**src/rtl/mem_refill_if.sv**
```systemverilog
// Port bundle for the mem_refill line-refill engine: request, next-level bus,
// data-memory write group and status. master = engine side, slave = environment side.
interface mem_refill_if #(
  parameter int unsigned DATA_WDT = 64
);
  logic                req_valid;
  logic                req_ready;
  logic [31:0]         req_addr;
  logic [2:0]          req_way;
  logic                bus_rd_valid;
  logic                bus_rd_ready;
  logic [31:0]         bus_rd_addr;
  logic                bus_data_valid;
  logic                bus_data_ready;
  logic [DATA_WDT-1:0] bus_data;
  logic                mem_en;
  logic                rd_wr;
  logic [31:0]         addr;
  logic [DATA_WDT-1:0] data_in;
  logic [2:0]          way_index;
  logic                crit_valid;
  logic [DATA_WDT-1:0] crit_data;
  logic                done;
  logic                busy;

  modport master (
    input  req_valid, req_addr, req_way, bus_rd_ready, bus_data_valid, bus_data,
    output req_ready, bus_rd_valid, bus_rd_addr, bus_data_ready,
           mem_en, rd_wr, addr, data_in, way_index, crit_valid, crit_data, done, busy
  );

  modport slave (
    output req_valid, req_addr, req_way, bus_rd_ready, bus_data_valid, bus_data,
    input  req_ready, bus_rd_valid, bus_rd_addr, bus_data_ready,
           mem_en, rd_wr, addr, data_in, way_index, crit_valid, crit_data, done, busy
  );
endinterface

```
**src/rtl/mem_refill.sv**
```systemverilog
// L1 data-cache line-refill engine: fetches eight beats and writes them into the data memory.
// Define REFILL_CRIT_FIRST_EN to request the critical word first with wrapping beat order.
module mem_refill #(
  parameter int unsigned DATA_WDT = 64
) (
  input  logic          clk,
  input  logic          rst,
  mem_refill_if.master  io
);

  localparam int unsigned BEATS  = 8;
  localparam int unsigned CNT_W  = 3;
  localparam int unsigned LINE_W = 26;

`ifdef REFILL_CRIT_FIRST_EN
  localparam bit CRIT_FIRST = 1'b1;
`else
  localparam bit CRIT_FIRST = 1'b0;
`endif

  typedef enum logic [1:0] {IDLE, REQ, FILL, DONE} state_e;

  state_e              state_q;
  logic [LINE_W-1:0]   line_q;
  logic [CNT_W-1:0]    crit_idx_q;
  logic [CNT_W-1:0]    start_q;
  logic [CNT_W-1:0]    cnt_q;
  logic [2:0]          way_q;
  logic                req_ready_q;
  logic                bus_rd_valid_q;
  logic [31:0]         bus_rd_addr_q;
  logic                bus_data_ready_q;
  logic                done_q;
  logic                busy_q;
  logic                wr_vld_q;
  logic [31:0]         wr_addr_q;
  logic [DATA_WDT-1:0] wr_data_q;
  logic [2:0]          wr_way_q;
  logic                crit_vld_q;
  logic [DATA_WDT-1:0] crit_data_q;

  logic                beat_acc_c;
  logic [CNT_W-1:0]    widx_c;
  logic                unused_addr_lsb_c;

  // bus_data_ready_q is only high in FILL, so this is the accepted-beat strobe
  assign beat_acc_c        = bus_data_ready_q && io.bus_data_valid;
  assign widx_c            = start_q + cnt_q;
  assign unused_addr_lsb_c = ^io.req_addr[2:0];

  always_ff @(posedge clk or negedge rst) begin
    if (!rst) begin
      state_q          <= IDLE;
      line_q           <= '0;
      crit_idx_q       <= '0;
      start_q          <= '0;
      cnt_q            <= '0;
      way_q            <= '0;
      req_ready_q      <= 1'b1;
      bus_rd_valid_q   <= 1'b0;
      bus_rd_addr_q    <= '0;
      bus_data_ready_q <= 1'b0;
      done_q           <= 1'b0;
      busy_q           <= 1'b0;
      wr_vld_q         <= 1'b0;
      wr_addr_q        <= '0;
      wr_data_q        <= '0;
      wr_way_q         <= '0;
      crit_vld_q       <= 1'b0;
      crit_data_q      <= '0;
    end else begin
      wr_vld_q   <= 1'b0;
      crit_vld_q <= 1'b0;
      done_q     <= 1'b0;

      // One-entry write stage: every accepted beat is written the following cycle
      if (beat_acc_c) begin
        wr_vld_q  <= 1'b1;
        wr_addr_q <= {3'b000, line_q, widx_c};
        wr_data_q <= io.bus_data;
        wr_way_q  <= way_q;
        cnt_q     <= cnt_q + CNT_W'(1);
        if (widx_c == crit_idx_q) begin
          crit_vld_q  <= 1'b1;
          crit_data_q <= io.bus_data;
        end
      end

      case (state_q)
        IDLE: begin
          if (io.req_valid) begin
            line_q         <= io.req_addr[31:6];
            crit_idx_q     <= io.req_addr[5:3];
            start_q        <= CRIT_FIRST ? io.req_addr[5:3] : CNT_W'(0);
            bus_rd_addr_q  <= CRIT_FIRST ? {io.req_addr[31:3], 3'b000}
                                         : {io.req_addr[31:6], 6'b000000};
            way_q          <= io.req_way;
            cnt_q          <= '0;
            req_ready_q    <= 1'b0;
            busy_q         <= 1'b1;
            bus_rd_valid_q <= 1'b1;
            state_q        <= REQ;
          end
        end
        REQ: begin
          if (io.bus_rd_ready) begin
            bus_rd_valid_q   <= 1'b0;
            bus_data_ready_q <= 1'b1;
            state_q          <= FILL;
          end
        end
        FILL: begin
          if (beat_acc_c && (cnt_q == CNT_W'(BEATS - 1))) begin
            bus_data_ready_q <= 1'b0;
            state_q          <= DONE;
          end
        end
        DONE: begin
          // First DONE cycle drains the last write; done pulses on the second
          if (!done_q) begin
            done_q <= 1'b1;
          end else begin
            req_ready_q <= 1'b1;
            busy_q      <= 1'b0;
            state_q     <= IDLE;
          end
        end
        default: state_q <= IDLE;
      endcase
    end
  end

  assign io.req_ready      = req_ready_q;
  assign io.bus_rd_valid   = bus_rd_valid_q;
  assign io.bus_rd_addr    = bus_rd_addr_q;
  assign io.bus_data_ready = bus_data_ready_q;
  assign io.mem_en         = wr_vld_q;
  assign io.rd_wr          = wr_vld_q;
  assign io.addr           = wr_addr_q;
  assign io.data_in        = wr_data_q;
  assign io.way_index      = wr_way_q;
  assign io.crit_valid     = crit_vld_q;
  assign io.crit_data      = crit_data_q;
  assign io.done           = done_q;
  assign io.busy           = busy_q;

endmodule

```
**src/flat_wrapper.sv**
```systemverilog
// flat-port wrapper written by rule: the top's interface ports become plain ports
module mem_refill_flat 
#(
  parameter int unsigned DATA_WDT = 64
)
  (clk, rst, io_req_valid, io_req_addr, io_req_way, io_bus_rd_ready, io_bus_data_valid, io_bus_data, io_req_ready, io_bus_rd_valid, io_bus_rd_addr, io_bus_data_ready, io_mem_en, io_rd_wr, io_addr, io_data_in, io_way_index, io_crit_valid, io_crit_data, io_done, io_busy);
  mem_refill_if #(.DATA_WDT(DATA_WDT)) io_i ();
  input  logic clk;
  input  logic rst;
  input wire logic [$bits(io_i.req_valid)-1:0] io_req_valid;
  input wire logic [$bits(io_i.req_addr)-1:0] io_req_addr;
  input wire logic [$bits(io_i.req_way)-1:0] io_req_way;
  input wire logic [$bits(io_i.bus_rd_ready)-1:0] io_bus_rd_ready;
  input wire logic [$bits(io_i.bus_data_valid)-1:0] io_bus_data_valid;
  input wire logic [$bits(io_i.bus_data)-1:0] io_bus_data;
  output wire logic [$bits(io_i.req_ready)-1:0] io_req_ready;
  output wire logic [$bits(io_i.bus_rd_valid)-1:0] io_bus_rd_valid;
  output wire logic [$bits(io_i.bus_rd_addr)-1:0] io_bus_rd_addr;
  output wire logic [$bits(io_i.bus_data_ready)-1:0] io_bus_data_ready;
  output wire logic [$bits(io_i.mem_en)-1:0] io_mem_en;
  output wire logic [$bits(io_i.rd_wr)-1:0] io_rd_wr;
  output wire logic [$bits(io_i.addr)-1:0] io_addr;
  output wire logic [$bits(io_i.data_in)-1:0] io_data_in;
  output wire logic [$bits(io_i.way_index)-1:0] io_way_index;
  output wire logic [$bits(io_i.crit_valid)-1:0] io_crit_valid;
  output wire logic [$bits(io_i.crit_data)-1:0] io_crit_data;
  output wire logic [$bits(io_i.done)-1:0] io_done;
  output wire logic [$bits(io_i.busy)-1:0] io_busy;
  assign io_i.req_valid = io_req_valid;
  assign io_i.req_addr = io_req_addr;
  assign io_i.req_way = io_req_way;
  assign io_i.bus_rd_ready = io_bus_rd_ready;
  assign io_i.bus_data_valid = io_bus_data_valid;
  assign io_i.bus_data = io_bus_data;
  assign io_req_ready = io_i.req_ready;
  assign io_bus_rd_valid = io_i.bus_rd_valid;
  assign io_bus_rd_addr = io_i.bus_rd_addr;
  assign io_bus_data_ready = io_i.bus_data_ready;
  assign io_mem_en = io_i.mem_en;
  assign io_rd_wr = io_i.rd_wr;
  assign io_addr = io_i.addr;
  assign io_data_in = io_i.data_in;
  assign io_way_index = io_i.way_index;
  assign io_crit_valid = io_i.crit_valid;
  assign io_crit_data = io_i.crit_data;
  assign io_done = io_i.done;
  assign io_busy = io_i.busy;
  mem_refill #(.DATA_WDT(DATA_WDT)) u_core (.clk(clk), .rst(rst), .io(io_i));
endmodule
```
**config.mk**
```make
export PLATFORM = sky130hd
export DESIGN_NAME = mem_refill_flat
export DESIGN_NICKNAME = d
export VERILOG_FILES = /design/src/rtl/mem_refill_if.sv /design/src/rtl/mem_refill.sv /design/src/flat_wrapper.sv
export SDC_FILE = /design/constraint.sdc
export NUM_CORES = 1
export LEC_CHECK = 0
export ABC_AREA = 1
export CAP_MARGIN = 15
export CORE_UTILIZATION = 44
export CTS_CLUSTER_SIZE = 16
export DETAILED_ROUTE_END_ITERATION = 6
export GPL_ROUTABILITY_DRIVEN = 0
export PLACE_DENSITY_LB_ADDON = 0.1
export SLEW_MARGIN = 20
export SYNTH_ARGS = -nofsm -noshare
export SYNTH_HDL_FRONTEND = slang
export SYNTH_SLANG_ARGS = --single-unit
```
**constraint.sdc**
```tcl
create_clock -name clk -period 1.67 [get_ports clk]
set_clock_uncertainty 0.05 [all_clocks]
set_input_delay 0.4175 -clock clk [delete_from_list [all_inputs] [get_ports clk]]
set_output_delay 0.4175 -clock clk [all_outputs]
set_load 0.01 [all_outputs]
```
==> out/metrics.yaml, run 1 <==
status: "complete, no violations"
critPathKind: "reg -> out"
drc_errors: 0
htree_levels: 1
period_needed_ns: 1.650
yosysWarnings: 0
core_area_mm2: 0.01790
gr-total-overflow: 0
dieWidth_um: 137.1
fin_crit_sh_pct: 98.79
rows: 49
synth.area.top_cells: "dfrtp_1 (63%), nand2_1 (19%), nand3_1 (4.4%)"
fmax_mhz: 606.1
drt_iter0_markers: 299
cts.reportedPaths.clkPinSlew_ns: 0.06
p_total_mw: 21.59
crit_arrival_ns: 1.18
synthToLayoutAreaGrowth_pct: 48.26
end_kind: "output port"
rrSetupSlack_ns: 0.19
port_buffers: 294
vdd_ir_drop_max_v: 0.0009741
nNetsFinal: 1297
cts_buffers: 22
rsz0062_at_grt: "false"
grt_max_degree: 74
synth_top_cell_area_share_pct: 63.24
cts_root_buffer: "clkbuf_16"
clk_latency_ns: 0.49
pre_cts_ws_ns: -0.2955
layout_setup_ws_ns: 0.02021
ant_nets: 0
whs_ns: 0.3493
critPathBufInv: 1
hpwl_um: 15310
crit_path_top_delay_cell: "dfrtp_1"
critical-path-top-delay-family: "flip-flops"
fillers: 1573
cts_tree: "done"
r2r_cells: 7
clock-sinks: 204
drv_cap: 0
ys_ff_latch: 204
seq_power_share_pct: 37.3
slew_viol_final: 0
die_height_um: 137.1
crit_chain: "dlygate4sd2_1"
syn_inst: 881
synth_top_area_cell: "dfrtp_1"
p_sw_mw: 7.878
crit_required_ns: 1.20
grt_pass1_wl_um: 34110
hold_viol: 0
syn_avg_cell_area_um2: 9.118
drive_above_1_share_pct: 6.678
io_pins: 307
slowest_delay_ns: 0.39
hp-class: "in -> async"
diodes: 0
start_kind: "flop"
crit-reg2reg-launch: "u_core.state_q[1]"
yosysSeqAreaShare_pct: 63.57
p_int_mw: 13.71
ys_types: 22
avgRoutedWirePerCell_um: 15.26
vias: 6779
cts_buffer_depth: 3
worstReg2RegEnd: "u_core.line_q[7]"
power.leakage_nw: 6.359
firstDrtPassIters: 4
syn_area_mm2: 0.008033
vias_per_cell: 4.751
antenna_found_initial: 0
worstPathMaxFanout: 2
start_util_pct: 44.87
p_comb_share_pct: 40.6
swShare_pct: 36.49
report.final.setup_viol: 0
power.density_mw_per_mm2: 1813
clock_power_share_pct: 22.0
grt_pass1_vias: 6487
grt_use_total_pct: 23.33
drt-total-wl_um: 21780
die_area_mm2: 0.01880
logic make-up (layout without fill, tap and decap cells):
family,Yosys count,in the layout,synth area share [%]
adder cells (fa/ha/maj),7,7,1.090
flip-flops,204,204,63.57
other,1,9,0.04668
AO/OA/AOI/OAI,70,70,4.455
AND/OR/NAND/NOR,496,496,24.39
buffers and inverters,103,412,6.449
how the worst max path moves through the flow:
stage / cells after the start / from / endpoint / slack (ns)
finish: 1 / u_core.io.data_in[9] / io_data_in[9] / 0.02
global route: 1 / u_core.line_q[20] / io_bus_rd_addr[26] / 0.0002
CTS: 1 / u_core.io.data_in[63] / io_data_in[63] / 0.001
detailed placement: 9 / io_bus_data_valid / u_core.io.crit_data[23] / -0.30
global placement: 9 / io_bus_data_valid / u_core.io.crit_data[46] / -0.27
floorplan: 6 / u_core.state_q[0] / u_core.crit_idx_q[1] / 0.18
cell usage in the layout, fill, tap and decap left out, types with 2 or more instances in the layout:
| master | synthesis | routed |
|---|---|---|
| clkbuf_16 | 0 | 23 |
| clkdlybuf4s15_1 | 0 | 29 |
| inv_1 | 43 | 43 |
| dfrtp_1 | 203 | 202 |
| nor2_4 | 0 | 2 |
| nand3_1 | 70 | 70 |
| clkdlybuf4s50_1 | 0 | 99 |
| a21oi_1 | 4 | 4 |
| nor2_1 | 5 | 4 |
| clkbuf_8 | 0 | 7 |
| dlygate4sd2_1 | 0 | 163 |
| nand2_1 | 417 | 416 |
| conb_1 | 1 | 9 |
| ha_1 | 7 | 7 |
| clkbuf_1 | 14 | 5 |
| inv_2 | 2 | 2 |
| or2_2 | 2 | 2 |
| o21ai_0 | 59 | 59 |
| o21ai_1 | 4 | 4 |
| buf_4 | 18 | 23 |
| buf_12 | 0 | 13 |
worst register-to-register path, delay by kind of cell, from the launching register on:
kind,cells,cell delay (ns)
buf+inv,3,0.45
flops,1,0.42
fa+ha+maj,1,0.22
simple gates,2,0.19
compound gates,1,0.07
area by class of cell:
cell class	instances	area, um2	area share, %
clock buffers	34	676.9	5.684
flip-flops and latches	204	5107	42.89
clock inverters	2	35.03	0.2942
multi-input cells	582	2459	20.65
repair buffers	331	3176	26.67
inverters	45	168.9	1.418
well taps	229	286.5	2.406
power by group through the flow:
stage / registers [mW] / logic (mW) / clock network [mW]
after floorplan: 8.98 / 3.57 / 0
after global placement: 8.13 / 9.97 / 0
after detailed placement: 8.17 / 10.1 / 0
after CTS: 8.06 / 8.83 / 4.88
after global routing: 8.33 / 9.80 / 5.05
final: 8.06 / 8.77 / 4.76
stage by stage:
stage / TNS (ns) / area [um2] / utilization (%) / instances
after floorplan: 0 / 8063 / - / 889
after global placement: -23.95 / 11380 / 63.55 / 1387
after detailed placement: -25.52 / 11380 / 63.55 / 1387
after CTS: 0 / 11870 / 66.28 / 1425
after global routing: 0 / 11910 / 66.52 / 1427
final: 0 / 11910 / 66.52 / 1427
per-layer routing:
metal / vias up / track usage, % / part of all wire (%)
met5: - / 0 / 0
li1: 3328 / - / -
met2: 238 / 38.47 / 48
met1: 3180 / 30.23 / 42
met4: 0 / 6.166 / 2.1
met3: 33 / 6.444 / 8.8
sequential cells by signal, indices dropped and copies added (netlist names):
register,count
u_core.cnt_q,3
u_core.crit_idx_q,3
u_core.io.addr,29
u_core.io.bus_data_ready,1
u_core.io.bus_rd_valid,1
u_core.io.busy,1
u_core.io.crit_data,64
u_core.io.crit_valid,1
u_core.io.data_in,64
u_core.io.done,1
u_core.io.mem_en,1
u_core.io.req_ready,1
u_core.io.way_index,3
u_core.line_q,26
u_core.state_q,2
u_core.way_q,3
cells in the mapped netlist (all sizes together):
cell,instances
o21ai,63
nand2,418
o211ai,1
a21boi,1
dfstp,1
o21a,1
nor2,6
buf,44
conb,1
or2,2
nand3,70
dfrtp,203
clkbuf,14
ha,7
inv,45
a21oi,4
what timing repair did:
| item | in CTS | in global routing |
|---|---|---|
| endpoints found under the hold margin | 28 | 0 |
| buffers inserted | 1 | 2 |
| gates resized for setup | 202 | 27 |
| endpoints found under the setup margin | 194 | 29 |
| hold buffers | 1 | 0 |
No activity file was read; power rests on OpenSTA's default activity.
==> run 2, diff against run 1 <==
- RECOVER_POWER: unset -> 100
- SLEW_MARGIN: 20 -> 5
==> run 2 against run 1 <==
Compared with the run above:
- hold slack lost 0.017 ns
- highest routed layer unchanged
- critical endpoint unchanged
- sequential cell count is the same
- sequential share of layout area grew 0.25 points
==> out/metrics.yaml, run 2 (synthesized netlist as in run 1, its figures left out) <==
r2r_cells: 9  # was 7
layout_setup_ws_ns: 0.02086  # was 0.02021 ns
start_util_pct: 44.87  # unchanged
rrSetupSlack_ns: 0.11  # was 0.19 ns
crit_required_ns: 1.20  # about the same
drv_cap: 0  # unchanged
met1_usage_pct: 30.23  # unchanged
critPathKind: "reg -> out"  # unchanged
hpwl_um: 15310  # unchanged
grt_util_met2_pct: 38.47  # unchanged
htree_levels: 1  # unchanged
busiest_layer: "met2"  # unchanged
final_common_cell: "nand2_1"  # unchanged
crit-reg2reg-launch: "u_core.io.bus_data_ready"  # was u_core.state_q[1]
fin_crit_sh_pct: 98.75  # was 98.79%
whs_ns: 0.3327  # was 0.3493 ns
rsz0062_at_grt: "false"  # unchanged
cts_tree: "done"  # unchanged
period_needed_ns: 1.649  # was 1.650 ns
cts_root_buffer: "clkbuf_16"  # unchanged
crit_arrival_ns: 1.18  # about the same
crit_path_top_delay_cell: "dfrtp_1"  # unchanged
nNetsFinal: 1297  # unchanged
antenna_found_initial: 0  # unchanged
dieWidth_um: 137.1  # unchanged
drt_iter0_markers: 326  # was 299
crit_chain: "dlygate4sd2_1"  # unchanged
rows: 49  # unchanged
dp.cells: 1387  # unchanged
cts.reportedPaths.clkPinSlew_ns: 0.06  # about the same
cts_buffer_depth: 3  # unchanged
power.density_mw_per_mm2: 1820  # was 1813 mW/mm2
grt_max_degree: 74  # unchanged
slowest_delay_ns: 0.39  # about the same
port_buffers: 294  # unchanged
die_height_um: 137.1  # unchanged
use_met3_pct: 6.444  # unchanged
worstReg2RegEnd: "u_core.io.crit_data[38]"  # was u_core.line_q[7]
fmax_mhz: 606.4  # was 606.1 MHz
die_area_mm2: 0.01880  # unchanged
critPathBufInv: 1  # unchanged
vias_per_cell: 4.739  # was 4.751
diodes: 0  # unchanged
grt_use_total_pct: 23.33  # unchanged
core_area_mm2: 0.01790  # unchanged
worst_pin_slew_ns: 0.6106
worstPathMaxFanout: 2  # unchanged
hold_viol: 0  # unchanged
max_slew_margin_pct: 59.29
vias: 6762  # was 6,779
io_pins: 307  # unchanged
cts_buffers: 22  # unchanged
synthToLayoutAreaGrowth_pct: 47.38  # was 48.26%
p_total_mw: 21.55  # was 21.59 mW
pre_cts_ws_ns: -0.2955  # unchanged
status: "complete, no violations"  # unchanged
grt_pass1_vias: 6487  # unchanged
register_area_mm2: 0.005107  # unchanged
vdd_ir_drop_max_v: 0.0009749  # was 0.0009741 V
end_kind: "output port"  # unchanged
drt-total-wl_um: 21800  # was 21,780 um
power.leakage_nw: 6.325  # was 6.359 nW
avgRoutedWirePerCell_um: 15.27  # was 15.26 um
fillers: 1586  # was 1,573
clk_latency_ns: 0.49  # about the same
hp-class: "in -> async"  # unchanged
slew_viol_final: 0  # unchanged
clock-sinks: 204  # unchanged
report.final.setup_viol: 0  # unchanged
drc_errors: 0  # unchanged
multiInputGateArea_mm2: 0.002459  # unchanged
post_layout_nonfiller_instances: 1427  # unchanged
ant_nets: 0  # unchanged
start_kind: "flop"  # unchanged
drive_above_1_share_pct: 6.344  # was 6.678%
most-common-layout-cells: "nand2_1 (416), dfrtp_1 (202), dlygate4sd2_1 (163), clkdlybuf4s50_1 (99), nand3_1 (70)"  # unchanged
critical-path-top-delay-family: "flip-flops"  # unchanged
firstDrtPassIters: 5  # was 4
grt_pass1_wl_um: 34110  # unchanged
gr-total-overflow: 0  # unchanged
==> run 2: cell types whose count changed in the layout (fill, tap and decap cells not counted) <==
cell / before / now
clkbuf_4: 0 / 3
clkbuf_2: 1 / 9
buf_2: 1 / 0
buf_4: 23 / 12
clkbuf_1: 5 / 9
o21ai_0: 59 / 62
o21ai_1: 4 / 1
buf_12: 13 / 10
==> run 2: worst max-delay path by stage <==
stage	end	from	cells past startpoint	slack (ns)
finish	io_data_in[9]	u_core.io.data_in[9]	1	0.02
detailed placement	u_core.io.crit_data[23]	io_bus_data_valid	9	-0.30
CTS	io_data_in[63]	u_core.io.data_in[63]	1	0.001
global route	io_bus_rd_addr[26]	u_core.line_q[20]	1	0.0002
global placement	u_core.io.crit_data[46]	io_bus_data_valid	9	-0.27
floorplan	u_core.crit_idx_q[1]	u_core.state_q[0]	6	0.18
==> run 2: area by class of cell <==
type / instances / area share (%)
sequential: 204 / 43.14
tap: 229 / 2.420
timing repair buffer: 331 / 26.23
clock inverter: 2 / 0.2959
multi-input combinational: 582 / 20.77
clock buffer: 34 / 5.718
inverter: 45 / 1.427
==> run 2: where the power goes <==
part	internal [mW]	total, mW	switching, mW
Combinational	3.76	8.72	4.96
Clock	2.91	4.77	1.86
Sequential	6.99	8.06	1.07
==> run 2: per-layer routing <==
layer  wire length, um  up-vias
li1                  -     3326
met1              8938     3163
met2             10470      237
met3              1915       36
met4               470        0
met5                 0        -
==> run 2: stage by stage <==
step	utilization (%)	setup TNS, ns	area [um2]
6_report	66.13	0	11840
5_1_grt	66.13	0	11840
4_1_cts	66.28	0	11870
3_5_place_dp	63.55	-25.52	11380
3_3_place_gp	63.55	-23.95	11380
2_1_floorplan	-	0	8063
==> run 2: what timing repair did <==
item                                    4_1_cts  5_1_grt
buffers inserted                              1        2
resized for setup                           202       27
endpoints found under the setup margin      194       29
endpoints found under the hold margin        28        0
hold buffers                                  1        0
==> run 2: worst register-to-register path, delay by kind of cell (launching register included) <==
kind	cells	cell delay [ns]
buf+inv	4	0.66
flops	1	0.37
simple gates	5	0.42
==> run 3, diff against run 2 <==
- CORE_ASPECT_RATIO: unset -> 1.5
==> run 3 against run 2 <==
Compared with the run above:
- the flow now finishes with violations (DRC)
- first-iteration DRC count grew 47%
- critical path depth stayed put
- core utilization rose by 0.062 points
- sequential cell count did not move
- sequential power fell by 0.9%
- maximum frequency increased by 0.26%
- non-clock buffer count increased by 2
- die area is essentially flat
- cell area is 0.32% higher
- count of clock-buffer cells in the layout shrank 7
- highest routed layer unchanged
- clock power shrank 3%
- hold slack better by 0.083 ns
==> out/metrics.yaml, run 3 (synthesized netlist as in run 1, its figures left out) <==
crit_end: "io_data_in[63]"  # was io_data_in[9]
critical-path-top-delay-family: "flip-flops"  # unchanged
vias: 6769  # was 6,762
slew_viol_final: 0  # unchanged
critPathKind: "reg -> out"  # unchanged
final_common_cell: "nand2_1"  # unchanged
start_util_pct: 44.77  # was 44.87%
vdd_ir_drop_max_v: 0.001161  # was 0.0009749 V
report.final.setup_viol: 0  # unchanged
end_kind: "output port"  # unchanged
die_area_mm2: 0.01881  # was 0.01880 mm2
vias_per_cell: 4.777  # was 4.739
avgRoutedWirePerCell_um: 15.67  # was 15.27 um
whs_ns: 0.4158  # was 0.3327 ns
fmax_mhz: 607.9  # was 606.4 MHz
drt_iter0_markers: 478  # was 326
io_pins: 307  # unchanged
clock-sinks: 204  # unchanged
clk_latency_ns: 0.49  # about the same
crit-reg2reg-launch: "u_core.io.bus_data_ready"  # unchanged
fin_crit_sh_pct: 98.50  # was 98.75%
worst_pin_slew_ns: 0.7553  # was 0.6106 ns
firstDrtPassIters: 7  # was 5
grt_pass1_vias: 6841  # was 6,487
power.leakage_nw: 6.309  # was 6.325 nW
antenna_found_initial: 0  # unchanged
cts_root_buffer: "clkbuf_16"  # unchanged
cts.reportedPaths.clkPinSlew_ns: 0.06  # about the same
crit_chain: "clkdlybuf4s15_1"  # was dlygate4sd2_1
cts_buffers: 20  # was 22
gr-total-overflow: 0  # unchanged
crit_required_ns: 1.20  # about the same
drive_above_1_share_pct: 6.500  # was 6.344%
htree_levels: 1  # unchanged
start_kind: "flop"  # unchanged
register_area_mm2: 0.005106  # was 0.005107 mm2
die_height_um: 167.5  # was 137.1 um
most-common-layout-cells: "nand2_1 (416), dfrtp_1 (203), dlygate4sd2_1 (149), clkdlybuf4s50_1 (99), nand3_1 (70)"  # was nand2_1 (416), dfrtp_1 (202), dlygate4sd2_1 (163), clkdlybuf4s50_1 (99), nand3_1 (70)
dieWidth_um: 112.3  # was 137.1 um
period_needed_ns: 1.645  # was 1.649 ns
slowest_delay_ns: 0.40  # was 0.39 ns
hold_viol: 0  # unchanged
worstReg2RegEnd: "u_core.io.data_in[11]"  # was u_core.io.crit_data[38]
pre_cts_ws_ns: -0.2650  # was -0.2955 ns
diodes: 0  # unchanged
status: "complete, but fails checks"  # was complete, no violations
violations: "DRC"
power.density_mw_per_mm2: 1822  # was 1820 mW/mm2
grt_pass1_wl_um: 35920  # was 34,110 um
max_slew_margin_pct: 49.65  # was 59.29%
drc_errors: 20  # was 0
hpwl_um: 15290  # was 15,310 um
fillers: 1545  # was 1,586
layout_setup_ws_ns: 0.02509  # was 0.02086 ns
port_buffers: 294  # unchanged
cts_tree: "done"  # unchanged
crit_arrival_ns: 1.18  # about the same
core_area_mm2: 0.01794  # was 0.01790 mm2
worstPathMaxFanout: 2  # unchanged
cp.depth: 1  # unchanged
rrSetupSlack_ns: 0.09  # was 0.11 ns
nNetsFinal: 1297  # unchanged
ant_nets: 0  # unchanged
crit_path_top_delay_cell: "dfrtp_1"  # unchanged
synthToLayoutAreaGrowth_pct: 47.85  # was 47.38%
grt_use_total_pct: 24.07  # was 23.33%
cts_buffer_depth: 3  # unchanged
multiInputGateArea_mm2: 0.002461  # was 0.002459 mm2
crit_path_start: "u_core.io.data_in[63]"  # was u_core.io.data_in[9]
r2r_cells: 7  # was 9
hp-class: "reg -> reg"  # was in -> async
drt-total-wl_um: 22200  # was 21,800 um
drv_cap: 0  # unchanged
rows: 60  # was 49
grt_max_degree: 59  # was 74
critPathBufInv: 1  # unchanged
run 3: worst min path at each step:
| stage | slack [ns] | cells past startpoint | from | endpoint |
|---|---|---|---|---|
| 3_5_place_dp | 0.27 | 1 | rst | u_core.io.crit_data[54] |
| 2_1_floorplan | 0.07 | 0 | rst | u_core.cnt_q[0] |
| 5_1_grt | 0.43 | 2 | u_core.io.crit_data[4] | u_core.io.crit_data[4] |
| 6_report | 0.42 | 2 | u_core.io.crit_data[46] | u_core.io.crit_data[46] |
| 3_3_place_gp | 0.27 | 1 | rst | u_core.io.crit_data[48] |
| 4_1_cts | 0.31 | 2 | rst | u_core.io.crit_data[54] |
run 3: per-stage QoR:
step	util (%)	instances	area, um2	TNS [ns]	total power [mW]
floorplan	-	889	8063	0	12.55
finish	66.19	1417	11880	0	21.64
detailed placement	63.51	1376	11390	-22.75	18.39
CTS	66.02	1414	11850	0	21.78
global route	66.19	1417	11880	-0.008900	23.16
global placement	63.51	1376	11390	-21.20	18.21
run 3: metal layers:
| metal | global-route usage [%] | vias up | share of wire [%] |
|---|---|---|---|
| met5 | 0 | - | 0 |
| met4 | 8.000 | 0 | 2.8 |
| met3 | 5.791 | 40 | 7.6 |
| met2 | 42.64 | 225 | 51 |
| met1 | 28.55 | 3170 | 39 |
| li1 | - | 3334 | - |
run 3: area by class of cell:
type | count | share of cell area [%]
Multi-Input combinational cell | 582 | 20.72
Sequential cell | 204 | 42.99
Timing Repair Buffer | 333 | 26.86
Inverter | 45 | 1.422
Clock buffer | 27 | 4.867
Clock inverter | 9 | 0.8428
Tap cell | 217 | 2.286
run 3: where the power goes:
group	internal, mW	leakage (nW)	switching (mW)
Combinational	3.89	3.45	5.11
Sequential	6.98	2.53	1.01
Clock	2.75	0.332	1.90
Total	13.6	6.31	8.01
run 3: timing repair:
action	in CTS	in global routing
hold buffers	1	0
setup endpoints to repair	194	62
setup buffers	1	2
hold endpoints to repair	21	0
pin swaps	0	0
gates resized for setup	198	44
cloned	0	1
